===== config.mk =====
export PLATFORM = sky130hd
export DESIGN_NAME = csa_nibble_serial_adder
export DESIGN_NICKNAME = d
export VERILOG_FILES = /design/src/rtl/csa_pkg.sv /design/src/rtl/carry_select_adder.sv /design/src/rtl/csa_nibble_serial_adder.sv
export SDC_FILE = /design/constraint.sdc
export NUM_CORES = 1
export LEC_CHECK = 0
export ABC_CLOCK_PERIOD_IN_PS = 5100
export BUFFER_PORTS_ARGS = -buffer_cell sky130_fd_sc_hd__buf_2
export CORE_MARGIN = 2
export CORE_UTILIZATION = 28
export DETAILED_ROUTE_END_ITERATION = 10
export GPL_TIMING_DRIVEN = 0
export PLACE_DENSITY = 0.49
export SLEW_MARGIN = 20
export SYNTH_ARGS = -nofsm -noshare
export SYNTH_HDL_FRONTEND = slang
export SYNTH_SLANG_ARGS = --single-unit

===== constraint.sdc =====
create_clock -name clk -period 5.1 [get_ports clk]
set_input_delay 1.02 -clock clk [delete_from_list [all_inputs] [get_ports clk]]
set_output_delay 1.02 -clock clk [all_outputs]
set_load 0.02 [all_outputs]

===== src/rtl/csa_pkg.sv =====
// Shared definitions for the nibble-serial adder and its 4-bit carry-select
// adder stage: nibble width and FSM state encodings (also used by the bench).
package csa_pkg;

  // Width of one adder pass; operands are processed one nibble per clock.
  localparam int NIB_W = 4;

  // Sequencer states; encodings are fixed so the bench can compare them.
  typedef enum logic [1:0] {
    ST_IDLE = 2'd0,
    ST_RUN  = 2'd1,
    ST_DONE = 2'd2
  } state_t;

  // Width of a counter indexing n nibbles, never narrower than one bit.
  function automatic int idx_width(input int n);
    return (n <= 1) ? 1 : $clog2(n);
  endfunction

endpackage


===== src/rtl/carry_select_adder.sv =====
// 4-bit carry-select adder: two ripple chains, one assuming carry-in 0 and
// one assuming carry-in 1, with the real carry-in selecting the result.
module carry_select_adder
  import csa_pkg::*;
(
  input  logic [NIB_W-1:0] a,
  input  logic [NIB_W-1:0] b,
  input  logic             cin,
  output logic [NIB_W-1:0] sum,
  output logic             carry
);

  logic [NIB_W:0]   c0_chain;
  logic [NIB_W:0]   c1_chain;
  logic [NIB_W-1:0] s0_bits;
  logic [NIB_W-1:0] s1_bits;

  assign c0_chain[0] = 1'b0;
  assign c1_chain[0] = 1'b1;

  // Both speculative ripple chains are built bit by bit.
  generate
    for (genvar gi = 0; gi < NIB_W; gi++) begin : g_ripple
      assign s0_bits[gi]    = a[gi] ^ b[gi] ^ c0_chain[gi];
      assign c0_chain[gi+1] = (a[gi] & b[gi]) | (a[gi] & c0_chain[gi]) |
                              (b[gi] & c0_chain[gi]);
      assign s1_bits[gi]    = a[gi] ^ b[gi] ^ c1_chain[gi];
      assign c1_chain[gi+1] = (a[gi] & b[gi]) | (a[gi] & c1_chain[gi]) |
                              (b[gi] & c1_chain[gi]);
    end
  endgenerate

  assign sum   = cin ? s1_bits : s0_bits;
  assign carry = cin ? c1_chain[NIB_W] : c0_chain[NIB_W];

endmodule


===== src/rtl/csa_nibble_serial_adder.sv =====
// Multi-cycle WIDTH-bit adder. Operands are accepted in IDLE, then added one
// nibble per clock (LSB first) through a single carry_select_adder, with the
// carry held in a register between nibbles. The result is presented in DONE
// until the consumer takes it.
// Optional feature: define CSA_OVF_FLAG_EN to add the signed-overflow port ovf.
module csa_nibble_serial_adder
  import csa_pkg::*;
#(
  parameter int WIDTH = 16
) (
  input  logic             clk,
  input  logic             rst_n,
  input  logic             in_valid,
  output logic             in_ready,
  input  logic [WIDTH-1:0] a,
  input  logic [WIDTH-1:0] b,
  input  logic             cin,
  output logic             out_valid,
  input  logic             out_ready,
  output logic [WIDTH-1:0] sum,
  output logic             cout
`ifdef CSA_OVF_FLAG_EN
  ,
  output logic             ovf
`endif
);

  localparam int N     = WIDTH / NIB_W;
  localparam int IDX_W = idx_width(N);

  state_t           state_reg;
  logic [WIDTH-1:0] a_reg;
  logic [WIDTH-1:0] b_reg;
  logic             carry_reg;
  logic [IDX_W-1:0] idx_reg;
  logic [WIDTH-1:0] sum_reg;
  logic [WIDTH-1:0] sum_next;
  logic             cout_reg;
  logic             out_valid_reg;
`ifdef CSA_OVF_FLAG_EN
  logic             ovf_reg;
`endif

  logic [NIB_W-1:0] a_nib;
  logic [NIB_W-1:0] b_nib;
  logic [NIB_W-1:0] csa_sum;
  logic             csa_carry;
  logic             last_nib;
  logic             accept;

  assign in_ready = (state_reg == ST_IDLE);
  assign accept   = in_valid && in_ready;
  assign last_nib = (idx_reg == IDX_W'(N - 1));

  // Pick the operand nibbles addressed by the current index.
  always_comb begin
    a_nib = '0;
    b_nib = '0;
    for (int i = 0; i < N; i++) begin
      if (idx_reg == IDX_W'(i)) begin
        a_nib = a_reg[i*NIB_W +: NIB_W];
        b_nib = b_reg[i*NIB_W +: NIB_W];
      end
    end
  end

  carry_select_adder u_csa (
    .a     (a_nib),
    .b     (b_nib),
    .cin   (carry_reg),
    .sum   (csa_sum),
    .carry (csa_carry)
  );

  // Only the addressed nibble of the sum changes; the rest holds.
  generate
    for (genvar gi = 0; gi < N; gi++) begin : g_sum_nib
      assign sum_next[gi*NIB_W +: NIB_W] = (idx_reg == IDX_W'(gi)) ?
                                           csa_sum : sum_reg[gi*NIB_W +: NIB_W];
    end
  endgenerate

  // Sequencer: accept operands, step through nibbles, hold result until taken.
  always_ff @(posedge clk or negedge rst_n) begin
    if (!rst_n) begin
      state_reg     <= ST_IDLE;
      a_reg         <= '0;
      b_reg         <= '0;
      carry_reg     <= 1'b0;
      idx_reg       <= '0;
      sum_reg       <= '0;
      cout_reg      <= 1'b0;
      out_valid_reg <= 1'b0;
`ifdef CSA_OVF_FLAG_EN
      ovf_reg       <= 1'b0;
`endif
    end else begin
      case (state_reg)
        ST_IDLE: begin
          if (accept) begin
            a_reg     <= a;
            b_reg     <= b;
            carry_reg <= cin;
            idx_reg   <= '0;
            sum_reg   <= '0;
`ifdef CSA_OVF_FLAG_EN
            ovf_reg   <= 1'b0;
`endif
            state_reg <= ST_RUN;
          end
        end
        ST_RUN: begin
          sum_reg   <= sum_next;
          carry_reg <= csa_carry;
          idx_reg   <= idx_reg + IDX_W'(1);
          if (last_nib) begin
            cout_reg      <= csa_carry;
            out_valid_reg <= 1'b1;
`ifdef CSA_OVF_FLAG_EN
            // Same-sign operands whose result sign differs overflowed.
            ovf_reg       <= (a_reg[WIDTH-1] == b_reg[WIDTH-1]) &&
                             (csa_sum[NIB_W-1] != a_reg[WIDTH-1]);
`endif
            state_reg     <= ST_DONE;
          end
        end
        ST_DONE: begin
          if (out_ready) begin
            out_valid_reg <= 1'b0;
            state_reg     <= ST_IDLE;
          end
        end
        default: begin
          state_reg <= ST_IDLE;
        end
      endcase
    end
  end

  assign out_valid = out_valid_reg;
  assign sum       = sum_reg;
  assign cout      = cout_reg;
`ifdef CSA_OVF_FLAG_EN
  assign ovf       = ovf_reg;
`endif

endmodule


---- Yosys cells after proc, flatten, opt, wreduce, memory -nomap -nowiden ----
Cells that the tools add are included.
storage, ports and cells
  output and inout port bits .............. 19
  bits in registers ....................... 55
operators by class
  multiplexer cells ....................... 27
  bitwise gates (word level) .............. 41
  equal/unequal tests ..................... 11
  $add $sub $neg .......................... 1
  reductions and logical operators ........ 14
operators by type and width
  kind                                                                      count
  4-bit 2-to-1 mux                                                          13
  16-bit one-hot mux with 2 select lines                                    1
  3-bit AND reduction                                                       6
  1-bit AND                                                                 16
  16-bit 2-to-1 mux                                                         1
  1-bit bitwise OR                                                          14
  2-bit inequality test (second input constant)                             5
  1-bit XOR                                                                 10
  2-bit 2-to-1 mux                                                          4
  2-bit == test (second input constant)                                     3
  2-bit one-hot mux with 3 select lines                                     1
  2-bit AND reduction                                                       3
  2-bit by 1-bit == test with 1-bit output (second input constant)          2
  2-bit zero test                                                           2
  1-bit 2-to-1 mux                                                          4
  1-bit one-hot mux with 2 select lines                                     2
  2-bit one-hot mux with 2 select lines                                     1
  2-bit nonzero test                                                        2
  2-bit by 1-bit adder with 2-bit output (second input constant)            1
  2-bit by 1-bit inequality test with 1-bit output (second input constant)  1
  1-bit logical AND                                                         1
  1-bit NOT                                                                 1

---- Logic depth before layout (Yosys ltp) ----
  depth in word-level cells ............... 19
  mapped depth ............................ 17

---- By module ----
Synthesis repeated with hierarchy kept, for this count alone.
unflattened totals
  cell total of the unflattened synthesis .. 236
  area, all modules ....................... 2778.9 um^2
modules (own cells, without submodules)
  module                   sequential area each (um^2)  cells an instance  area each (um^2)  times used
  csa_nibble_serial_adder  1376.3                       215                2602.5            1
  carry_select_adder       0.0                          21                 176.4             1

---- Worst setup path after synthesis ----
OpenSTA, ideal clock, no wires.
  kind .................................... register to register
  start point ............................. register idx_reg[1]
  end point ............................... register sum_reg[11] (netlist: sum[11])
  data required time ...................... 4.974 ns
  path slack .............................. 2.048 ns
  period minus slack after synthesis ...... 3.052 ns
  data arrival time ....................... 2.926 ns
  path buffers ............................ 2
  stages on the path, launching flop included .. 18
  cells stage by stage .................... dfrtp_1 > inv_1 > ha_1 > clkbuf_1 > clkbuf_1 > nand3b_1 > a21oi_1 > a21oi_1 > nor2_1 > a21o_1 > inv_1 > ha_1 > inv_1 > mux2i_1 > nand2b_1 > o221a_4 > mux2_4 > a221o_1
on the way
  word-level cells in the longest chain between the ends .. 18
ends and longest elaborated chain
  element                                 line                                                RTL
  start: declaration                      csa_nibble_serial_adder.sv:35                       logic [IDX_W-1:0] idx_reg;
  start signal: assignment                csa_nibble_serial_adder.sv:115                      idx_reg <= idx_reg + IDX_W'(1);
  2-bit zero test                         csa_nibble_serial_adder.sv:60                       if (idx_reg == IDX_W'(i)) begin
  4-bit 2-to-1 mux (4 in a row)           csa_nibble_serial_adder.sv:60
  1-bit AND                               carry_select_adder.sv:25, carry_select_adder.sv:28
  1-bit bitwise OR (2 in a row)           carry_select_adder.sv:28                            assign c1_chain[gi+1] = (a[gi] & b[gi]) | (a[gi] & c1_chain[gi]) |
  1-bit AND                               carry_select_adder.sv:28
  1-bit bitwise OR (2 in a row)           carry_select_adder.sv:28
  1-bit AND                               carry_select_adder.sv:28
  1-bit bitwise OR (2 in a row)           carry_select_adder.sv:28
  1-bit XOR                               carry_select_adder.sv:27                            assign s1_bits[gi] = a[gi] ^ b[gi] ^ c1_chain[gi];
  4-bit 2-to-1 mux                        carry_select_adder.sv:33                            assign sum = cin ? s1_bits : s0_bits;
  4-bit 2-to-1 mux                        csa_nibble_serial_adder.sv:78                       assign sum_next[gi*NIB_W +: NIB_W] = (idx_reg == IDX_W'(gi)) ?
  16-bit one-hot mux with 2 select lines  csa_nibble_serial_adder.sv:98                       case (state_reg)
  end signal: assignment                  csa_nibble_serial_adder.sv:113                      sum_reg <= sum_next;
  end: declaration                        csa_nibble_serial_adder.sv:36                       logic [WIDTH-1:0] sum_reg;
Several ways; a longest one is shown, not always the timed one. The select of a mux whose other input is x is not followed.
A chain may end at the register's enable or synchronous reset.

---- Worst setup path in the final report ----
  start point ............................. register idx_reg[1]
  end point ............................... register sum_reg[15] (netlist: sum[15])
Same word-level chain as after synthesis.

==> results by group <==
Status
  – Outcome: finished clean

Routing
  – Vias/cell: 4.81
  – DRT antenna net count: 0
  – Vias: 1,983
  – # DRC: 0
  – Initial DRC count: 91
  – Total wire length: 6170 um
  – Wire per inst: 15.0 um
  – Drt first pass iters: 4

Worst setup path
  – R2R depth: 17
  – Worst path cell trace: inv_1, ha_1, clkbuf_1, clkbuf_1, nand3b_1, a21oi_1, a21oi_1, nor2_1, a21o_1, inv_1, ha_1, inv_1, mux2i_1, nand2b_1, o221a_4, mux2_4, a221o_1
  – Maximum cell stage delay along the critical path: 420 ps
  – Worst EP required: 5320 ps
  – Crit-path max FO: 10
  – Critical Path AT: 3720 ps
  – Crit Path Class: reg -> reg
  – Critical-path top delay cell: dfrtp_1
  – Crit path capture type: flip-flop
  – Startpoint Class: flip-flop
  – CP most frequent cell: inv_1

GRT
  – Largest net degree at the start of global routing: 56
  – Grt ovf: 0
  – Vias in the first global route: 1,988
  – First-pass GRT wire length: 10,500 um
  – GRT Total Usage: 13.3%
  – Initial antenna violation count: 0

Clocking
  – CTS tree: built
  – Max Buffers Root-to-Sink: 2
  – Later-pin clock latency in the skew report: 320 ps
  – Clock sink count: 55
  – Resized cells post-CTS: 0
  – H-tree Lvls: 2
  – Setup bufs post-CTS: 0
  – Clock-pin transition on the worst setup and hold timing paths: 120 ps
  – Number of buffers created by CTS: 5
  – Clk root buf: clkbuf_8
  – Hold_buf cts: 0

Finish
  – Finished Layout Cells: 412
  – Area grow syn2layout: 20.2%
  – Ant. Diodes: 0
  – NumNets Final: 346
  – Final core utilization: 34.4%
  – Layout cells sized above 1: 32.9%
  – Fill count: 966

Power and ir drop
  – Power Density: 749 nW/um^2
  – Leak: 0.00147 uW
  – Peak supply drop: 228 uV

Placed design
  – Setup WS pre-CTS: 1550 ps
  – GPL Wtd Cong: 0.748
  – HPWL Detailed: 4610 um
  – Placed cell count: 404
  – PortBufs: 55

Yosys
  – Mapped cell area: 2640 um^2
  – Average cell area after synthesis: 11.1 um^2
  – FF+latch count, synth: 55
  – Top-count cell post-synth: dfrtp_1
  – Post-synth EDFFs: 0
  – Synth cell count leaders: dfrtp_1 (55), mux2_2 (33), nand2_1 (28)
  – Top-area cell type share of the netlist area: 52.2%
  – Leading post-synthesis cells by cell area: dfrtp_1 (52%), mux2_2 (14%), ha_1 (4.3%)
  – Area leader, netlist: dfrtp_1
  – Primary FF master, synth: dfrtp_1
  – Post-synthesis cell count: 238
  – Ys Warns: 0
  – Net Count, Synth: 284
  – Seq/Total Area, Yosys: 52.2%
  – Netlist cell types: 32
  – Ys async rst share: 100%

Timing
  – Max Fclk: 286 MHz
  – Clk_skew: 20.9 ps
  – Final Hold Vio Count: 0
  – Worst slew pin tran: 730 ps
  – Setup_tns: 0 ps
  – Worst rel slew slack: 51.3%
  – RSZ-0062 raised after global routing: false
  – Worst setup margin: 1600 ps
  – Fin crit share: 68.6%
  – Final setup fails: 0
  – Worst hold slack: 489 ps
  – Tmin final: 3500 ps
  – Final slew viol count: 0

Floorplanning
  – Number of core rows: 35
  – Core Area: 9200 um^2
  – Die area: 10,200 um^2
  – Initial Util: 28.7%
  – I/O pin total: 56
  – Die width: 101 um
  – Die height: 101 um

Flow run
  – Max-cap viol count: 0

Hold path
  – Hold path cells: 2
  – Hold WC Path Type: reg -> reg
-- critical path, delay by kind of cell (launching register included) --
kind            cells  cell delay (ps)
buf+inv             5              890
compound gates      5              880
mux                 2              570
flops               1              420
simple gates        3              330
fa+ha+maj           2              310
-- cell usage in the layout, fill, tap and decap left out, drive strengths merged, types with 5 or more instances in the layout --
| cell | instances |
|---|---|
| buf | 59 |
| dfrtp | 55 |
| mux2 | 34 |
| nand2 | 28 |
| o21ai | 18 |
| a21oi | 15 |
| nor2 | 14 |
| clkbuf | 14 |
| ha | 9 |
| inv | 9 |
| nand3b | 6 |
| nand2b | 5 |
-- layer usage --
metal  wire length [um]  global-route usage, %  part of all wire (%)  vias up
li1                   -                      -                     -      961
met1               3020                   19.2                    49      955
met2               2720                   20.4                    44       62
met3                359                   2.84                   5.8        5
met4                 72                   3.43                   1.2        0
met5                  0                      0                     0        -
-- metrics by stage --
step / instance area (um^2) / total power [uW]
finish: 3170 / 2370
CTS: 3170 / 2400
global placement: 3050 / 2070
floorplan: 2640 / 1730
global route: 3170 / 2600
detailed placement: 3050 / 2090
-- logic make-up after synthesis --
group / synth area share, %
AOI/OAI and AO/OA: 13.3
xor gates and xnor gates: 0.997
adders and majority gates: 4.27
buffers and inverters: 3.04
DFF: 52.2
muxes: 15.8
and+or+nand+nor: 10.4
-- cell type report --
cell class,count,area (um^2),share of cell area (%)
timing repair buffer,55,278,8.77
clock buffer,5,68.8,2.17
sequential,55,1380,43.4
clock inverter,3,46.3,1.46
inverter,8,30.0,0.948
multi-input combinational,162,1180,37.2
tap,111,139,4.38
buffer,13,50.0,1.58
-- path summary, 6_finish.rpt --
check / endpoint / slack, ps / start
max in group asynchronous: idx_reg[1]$_DFFE_PN0P_ / 3850 / rst_n
min in group asynchronous: b_reg[14]$_DFFE_PN0P_ / 750 / rst_n
setup / recovery: sum[15]$_DFFE_PN0P_ / 1600 / idx_reg[1]$_DFFE_PN0P_
hold / removal: sum[13]$_DFFE_PN0P_ / 490 / sum[13]$_DFFE_PN0P_
setup reg to reg: sum[15]$_DFFE_PN0P_ / 1600 / idx_reg[1]$_DFFE_PN0P_
hold reg to reg: sum[13]$_DFFE_PN0P_ / 490 / sum[13]$_DFFE_PN0P_
-- report_power, final --
part	internal, uW	leakage, uW	switching, uW	total, uW
Combinational	570	0.000741	740	1310
Sequential	641	0.000670	120	761
Clock	148	0.0000548	153	301
Note: power is estimated with default switching activity, not from simulation.
